File: config.mk
export PLATFORM = sky130hd
export DESIGN_NAME = alu_rs
export DESIGN_NICKNAME = d
export VERILOG_FILES = /design/src/rtl/alu_rs.sv
export SDC_FILE = /design/constraint.sdc
export NUM_CORES = 2
export LEC_CHECK = 0
export BUFFER_PORTS_ARGS = -buffer_cell sky130_fd_sc_hd__buf_2
export CORE_MARGIN = 4
export CORE_UTILIZATION = 25
export CTS_CLUSTER_SIZE = 30
export DETAILED_ROUTE_END_ITERATION = 10
export SLEW_MARGIN = 40
export SYNTH_ARGS = -nofsm -noshare
export SYNTH_HDL_FRONTEND = slang
export SYNTH_SLANG_ARGS = --single-unit
export TNS_END_PERCENT = 5
File: constraint.sdc
create_clock -name clk -period 13.83 [get_ports clk]
set_input_delay 1.383 -clock clk [delete_from_list [all_inputs] [get_ports clk]]
set_output_delay 1.383 -clock clk [all_outputs]
set_load 0.005 [all_outputs]
File: src/rtl/alu_rs.sv
// rtl/alu_rs.sv - reservation station feeding the integer ALU
module alu_rs #(
  parameter int RS_SIZE     = 16,
  parameter int ROB_POS_WID = 4
) (
  input  logic                   clk,
  input  logic                   rst,
  input  logic                   rdy,
  input  logic                   rollback,
  output logic                   rs_full,
  input  logic                   disp_en,
  input  logic [6:0]             disp_opcode,
  input  logic [2:0]             disp_func3,
  input  logic                   disp_func1,
  input  logic                   disp_rs1_rdy,
  input  logic [31:0]            disp_rs1_val,
  input  logic [ROB_POS_WID-1:0] disp_rs1_tag,
  input  logic                   disp_rs2_rdy,
  input  logic [31:0]            disp_rs2_val,
  input  logic [ROB_POS_WID-1:0] disp_rs2_tag,
  input  logic [31:0]            disp_imm,
  input  logic [31:0]            disp_pc,
  input  logic [ROB_POS_WID-1:0] disp_rob_pos,
  input  logic                   alu_res_en,
  input  logic [ROB_POS_WID-1:0] alu_res_rob_pos,
  input  logic [31:0]            alu_res_val,
  input  logic                   lsb_res_en,
  input  logic [ROB_POS_WID-1:0] lsb_res_rob_pos,
  input  logic [31:0]            lsb_res_val,
  output logic                   alu_en,
  output logic [6:0]             alu_opcode,
  output logic [2:0]             alu_func3,
  output logic                   alu_func1,
  output logic [31:0]            alu_val1,
  output logic [31:0]            alu_val2,
  output logic [31:0]            alu_imm,
  output logic [31:0]            alu_pc,
  output logic [ROB_POS_WID-1:0] alu_rob_pos
);

  localparam int IDX_W = (RS_SIZE > 1) ? $clog2(RS_SIZE) : 1;

  logic [RS_SIZE-1:0]     busy;
  logic [RS_SIZE-1:0]     q1_valid;
  logic [RS_SIZE-1:0]     q2_valid;
  logic [RS_SIZE-1:0]     func1_q;
  logic [ROB_POS_WID-1:0] q1_tag  [RS_SIZE];
  logic [ROB_POS_WID-1:0] q2_tag  [RS_SIZE];
  logic [31:0]            v1      [RS_SIZE];
  logic [31:0]            v2      [RS_SIZE];
  logic [6:0]             opcode_q[RS_SIZE];
  logic [2:0]             func3_q [RS_SIZE];
  logic [31:0]            imm_q   [RS_SIZE];
  logic [31:0]            pc_q    [RS_SIZE];
  logic [ROB_POS_WID-1:0] rob_q   [RS_SIZE];

  logic [RS_SIZE-1:0] ready;
  logic               free_found;
  logic [IDX_W-1:0]   free_idx;
  logic               sel_found;
  logic [IDX_W-1:0]   sel_idx;
  logic               d1_wait;
  logic               d2_wait;
  logic [31:0]        d1_val;
  logic [31:0]        d2_val;

  assign ready   = busy & ~q1_valid & ~q2_valid;
  assign rs_full = &busy;

  // Lowest-index free slot for dispatch and lowest-index ready slot for issue, both on pre-edge state
  always_comb begin
    free_found = 1'b0;
    free_idx   = '0;
    sel_found  = 1'b0;
    sel_idx    = '0;
    for (int i = RS_SIZE - 1; i >= 0; i--) begin
      if (!busy[i]) begin
        free_found = 1'b1;
        free_idx   = IDX_W'(i);
      end
      if (ready[i]) begin
        sel_found = 1'b1;
        sel_idx   = IDX_W'(i);
      end
    end
  end

  // Capture a same-cycle broadcast for dispatched operands; ALU result beats LSB on a tag tie
  always_comb begin
    d1_wait = !disp_rs1_rdy;
    d1_val  = disp_rs1_val;
    d2_wait = !disp_rs2_rdy;
    d2_val  = disp_rs2_val;
    if (!disp_rs1_rdy) begin
      if (alu_res_en && alu_res_rob_pos == disp_rs1_tag) begin
        d1_wait = 1'b0;
        d1_val  = alu_res_val;
      end else if (lsb_res_en && lsb_res_rob_pos == disp_rs1_tag) begin
        d1_wait = 1'b0;
        d1_val  = lsb_res_val;
      end
    end
    if (!disp_rs2_rdy) begin
      if (alu_res_en && alu_res_rob_pos == disp_rs2_tag) begin
        d2_wait = 1'b0;
        d2_val  = alu_res_val;
      end else if (lsb_res_en && lsb_res_rob_pos == disp_rs2_tag) begin
        d2_wait = 1'b0;
        d2_val  = lsb_res_val;
      end
    end
  end

  // Entry state, wakeup, issue and dispatch; rollback squashes everything in flight
  always_ff @(posedge clk) begin
    if (rst) begin
      busy        <= '0;
      q1_valid    <= '0;
      q2_valid    <= '0;
      alu_en      <= 1'b0;
      alu_opcode  <= '0;
      alu_func3   <= '0;
      alu_func1   <= 1'b0;
      alu_val1    <= '0;
      alu_val2    <= '0;
      alu_imm     <= '0;
      alu_pc      <= '0;
      alu_rob_pos <= '0;
    end else if (rdy) begin
      if (rollback) begin
        busy   <= '0;
        alu_en <= 1'b0;
      end else begin
        for (int i = 0; i < RS_SIZE; i++) begin
          if (busy[i] && q1_valid[i]) begin
            if (alu_res_en && alu_res_rob_pos == q1_tag[i]) begin
              v1[i]       <= alu_res_val;
              q1_valid[i] <= 1'b0;
            end else if (lsb_res_en && lsb_res_rob_pos == q1_tag[i]) begin
              v1[i]       <= lsb_res_val;
              q1_valid[i] <= 1'b0;
            end
          end
          if (busy[i] && q2_valid[i]) begin
            if (alu_res_en && alu_res_rob_pos == q2_tag[i]) begin
              v2[i]       <= alu_res_val;
              q2_valid[i] <= 1'b0;
            end else if (lsb_res_en && lsb_res_rob_pos == q2_tag[i]) begin
              v2[i]       <= lsb_res_val;
              q2_valid[i] <= 1'b0;
            end
          end
        end
        if (sel_found) begin
          alu_en         <= 1'b1;
          alu_opcode     <= opcode_q[sel_idx];
          alu_func3      <= func3_q[sel_idx];
          alu_func1      <= func1_q[sel_idx];
          alu_val1       <= v1[sel_idx];
          alu_val2       <= v2[sel_idx];
          alu_imm        <= imm_q[sel_idx];
          alu_pc         <= pc_q[sel_idx];
          alu_rob_pos    <= rob_q[sel_idx];
          busy[sel_idx]  <= 1'b0;
        end else begin
          alu_en <= 1'b0;
        end
        if (disp_en && free_found) begin
          busy[free_idx]     <= 1'b1;
          q1_valid[free_idx] <= d1_wait;
          q1_tag[free_idx]   <= disp_rs1_tag;
          v1[free_idx]       <= d1_val;
          q2_valid[free_idx] <= d2_wait;
          q2_tag[free_idx]   <= disp_rs2_tag;
          v2[free_idx]       <= d2_val;
          opcode_q[free_idx] <= disp_opcode;
          func3_q[free_idx]  <= disp_func3;
          func1_q[free_idx]  <= disp_func1;
          imm_q[free_idx]    <= disp_imm;
          pc_q[free_idx]     <= disp_pc;
          rob_q[free_idx]    <= disp_rob_pos;
        end
      end
    end
  end

endmodule

==> results by group <==
GRT
  – Tot GR Track Use: about a fifth
  – Largest net degree at the start of global routing: ~120
  – Vias in the first global route: a little under 90000
  – Antenna violations before repair: 132
  – First-pass GRT wire length: approximately 740 mm
  – Remaining Overflow, GRT: 0

Timing
  – Setup ws final: 7.68 ns
  – Slew headroom: about a third
  – Final Slew Violations: 0
  – Setup-failing EPs final: 0
  – Max Fclk: 163 MHz
  – Fin crit share: between 40% and 50%
  – Unrepaired setup endpoints after global routing: false
  – Worst slew pin tran: 1.01 ns
  – Setup TNS: 0 ns
  – Post-layout min period: about 6.2 ns
  – Final hold vios: 0
  – Clock Skew: just under 0.1 ns

Finish
  – Fraction of layout cells with a size suffix above 1: between 10% and 20%
  – Commonest non-fill, non-tap cell in the layout: edfxtp_1
  – Layout Utilization: between 20 and 30%
  – Fill count: between 40000 and 50000
  – Cell area after layout: roughly 140000 um^2
  – Final std cells w/o fill: roughly 17000
  – Syn-to-layout area delta: 15.5%
  – Register Area: about 76000 um^2
  – Area of the multi-input gates: roughly 43000 um^2
  – Highest-count cells in the layout ignoring fill and taps: edfxtp_1 (2416), nand2_1 (1813), mux2i_1 (1075)
  – Nets: roughly 11000

Clocking
  – Post-CTS Setup Bufs: 0
  – Clock root buffer: clkbuf_16
  – Sink Count: roughly 2600
  – Post-CTS sizing: 0
  – Clock buffer depth: 4
  – # H-tree levels: 5
  – CTS buffer count: approximately 290
  – TritonCTS clock tree: built
  – Clk pin slew, worst setup/hold paths: 0.06 ns
  – Worst skew pair latency: roughly 0.97 ns
  – CTS Hold Bufs: 0

Placement
  – Hpwl dp: between 200 and 300 mm
  – PortBufs: approximately 380
  – Worst slack, placed: slightly below 8 ns
  – Routability congestion estimate: 0.861
  – Post-Place Cell Area: around 130000 um^2
  – Dpl cells: ~16000

Detailed routing
  – Post-route DRC: 0
  – Initial drt markers: ~16000
  – DRT antenna net count: 0
  – Pre-antenna DRT Iters: 9
  – Via count: 95600
  – Wirelength per Cell: ~32 um
  – Via density per instance: 5.60
  – Final WL: around 540 mm

Logic synthesis
  – Post-Syn Nets: 10700
  – Area contributors post-synth: edfxtp_1 (59%), mux2i_1 (8.7%), nand2_1 (5.6%)
  – Yosys top cell by area: edfxtp_1
  – Cell area after synthesis: approximately 120000 um^2
  – Synth Flop Type: edfxtp_1
  – Sequential area share after synthesis: about 62%
  – Post-synth top area share: between 50% and 60%
  – Netlist cell types: between 70 and 80
  – Yosys warnings: 0
  – Yosys reg bits: around 2600
  – Avg Inst Size Synth: between 10 and 15 um^2
  – Cells after Synth: roughly 11000
  – EDFF count, synth: about 2400
  – Ys async rst share: 0%

Job
  – MaxCap Viol Count: 0

Setup path
  – Max FO, Critical Path: 40
  – Worst setup SP type: flop
  – Critical path class: flop to flop
  – Endpoint class of the critical path: flop
  – Worst EP arrival: between 6 and 7 ns
  – Worst endpoint required time: 14.63 ns

Floorplan
  – I/O Pins: about 380
  – DIE WIDTH: ~700 um
  – Die area: 504000 um^2
  – Initial Util: between 20 and 30%
  – Core area: between 400000 and 500000 um^2
  – Cell Rows: ~260
  – Chip height: between 700 and 800 um

Power and ir drop
  – Psw: approximately 4000 uW
  – Peak supply drop: roughly 86 uV
  – Internal: around 13000 uW
  – Power share of the clock group: between 40 and 50%
  – Pleak: approximately 0.050 uW
  – Sw Share: 23.1%
  – Part of the power in registers: 50.0%
  – Combinational share of power: under 10%
  – Power per cell area: between 100 and 150 nW/um^2

Outcome
  – Status: finished clean

Hold path
  – Worst Hold Class: flop to flop
## Yosys cell counts, types with 6 or more instances
master    number
a31o_2        30
xor2_1       198
edfxtp_1    2416
nor4_1        34
nand2_1     1824
a222oi_1      54
buf_2        213
a221oi_1     294
a31oi_1       44
or3b_1         8
clkbuf_1     720
and3_1        49
buf_1        171
o211ai_1      11
a21oi_1      283
o22ai_1       43
nand3_1      405
nor3b_2        8
nand2b_1      11
o21ai_1       37
a22o_1        94
a32oi_1       15
o21ai_0      979
a22oi_1      278
a311oi_1     112
and2_1         8
buf_6         11
or2_2          6
a211oi_1      37
a21o_1         8
a221o_1       37
nand4_1       53
xnor2_1       74
nor2_1       360
inv_1         17
mux2i_1     1075
nor3b_1       10
nor2b_1        6
nor3_1        76
dfxtp_1      192
o22a_1       128
buf_4         26
## path summary, 6_finish.rpt
path                                  from          end  slack [ns]  cells after the start
worst min register to register  alu_pc[31]   alu_pc[31]        0.49                      2
worst max register to register     busy[9]  alu_imm[23]        7.68                      9
worst max-delay path               busy[9]  alu_imm[23]        7.68                      9
worst min-delay path            alu_pc[31]   alu_pc[31]        0.49                      2
## through the flow
step	total power [uW]	hold slack, ns
global placement	9560	0.482
detailed placement	9580	0.488
global route	17700	0.511
CTS	17300	0.495
floorplan	9250	0.466
finish	17300	0.492
## area by class of cell
class | count | share of cell area (%)
multi-input cells | 6741 | 30.2
flip-flops and latches | 2608 | 53.7
repair buffers | 650 | 3.52
clock buffers | 403 | 5.72
diodes | 47 | 0.0827
inverters | 19 | 0.0801
clock inverters | 134 | 0.996
well taps | 6475 | 5.70
## worst max-delay path: stages (launching register included)
cell and delay, ns:
dfxtp_1 0.43, nor3b_2 0.26, or4_2 1.04, nor2_4 0.71, and2_4 0.64, and4_4 0.76
buf_4 0.81, buf_4 0.65, a221oi_1 0.26, a311oi_1 0.31
## power by group through the flow
stage,combinational (uW),sequential [uW],clock (uW)
2_1_floorplan,435,8810,0
3_3_place_gp,743,8810,0
3_5_place_dp,764,8810,0
4_1_cts,765,8650,7900
5_1_grt,836,8650,8220
6_report,785,8650,7860
## cells by family (layout without fill, tap and decap cells)
| family | count (synthesis) | after routing | share of synthesized area, % |
|---|---|---|---|
| and+or+nand+nor | 2881 | 2881 | 9.84 |
| DFF | 2608 | 2608 | 62.1 |
| AOI/OAI and AO/OA | 2513 | 2513 | 13.5 |
| buffers and inverters | 1162 | 1206 | 3.91 |
| muxes | 1075 | 1075 | 8.74 |
| xor gates and xnor gates | 272 | 272 | 1.94 |
| other | 0 | 47 | 0 |
## flip-flops by register name (all words and copies together) (netlist names), 48 cells and up
name      count
v1          512
rob_q        64
v2          512
imm_q       512
opcode_q    112
q1_tag       64
pc_q        512
func3_q      48
q2_tag       64
## layer usage
metal	wire [um]	share of wire [%]	GRT usage, %	up-vias
met4	34600	6.4	11.2	66
met3	77100	14	6.92	1640
met5	456	0.084	0.115	-
met2	233000	43	31.1	7390
met1	199000	37	26.2	47400
li1	-	-	-	39100
(Power assumes the default switching activity.)
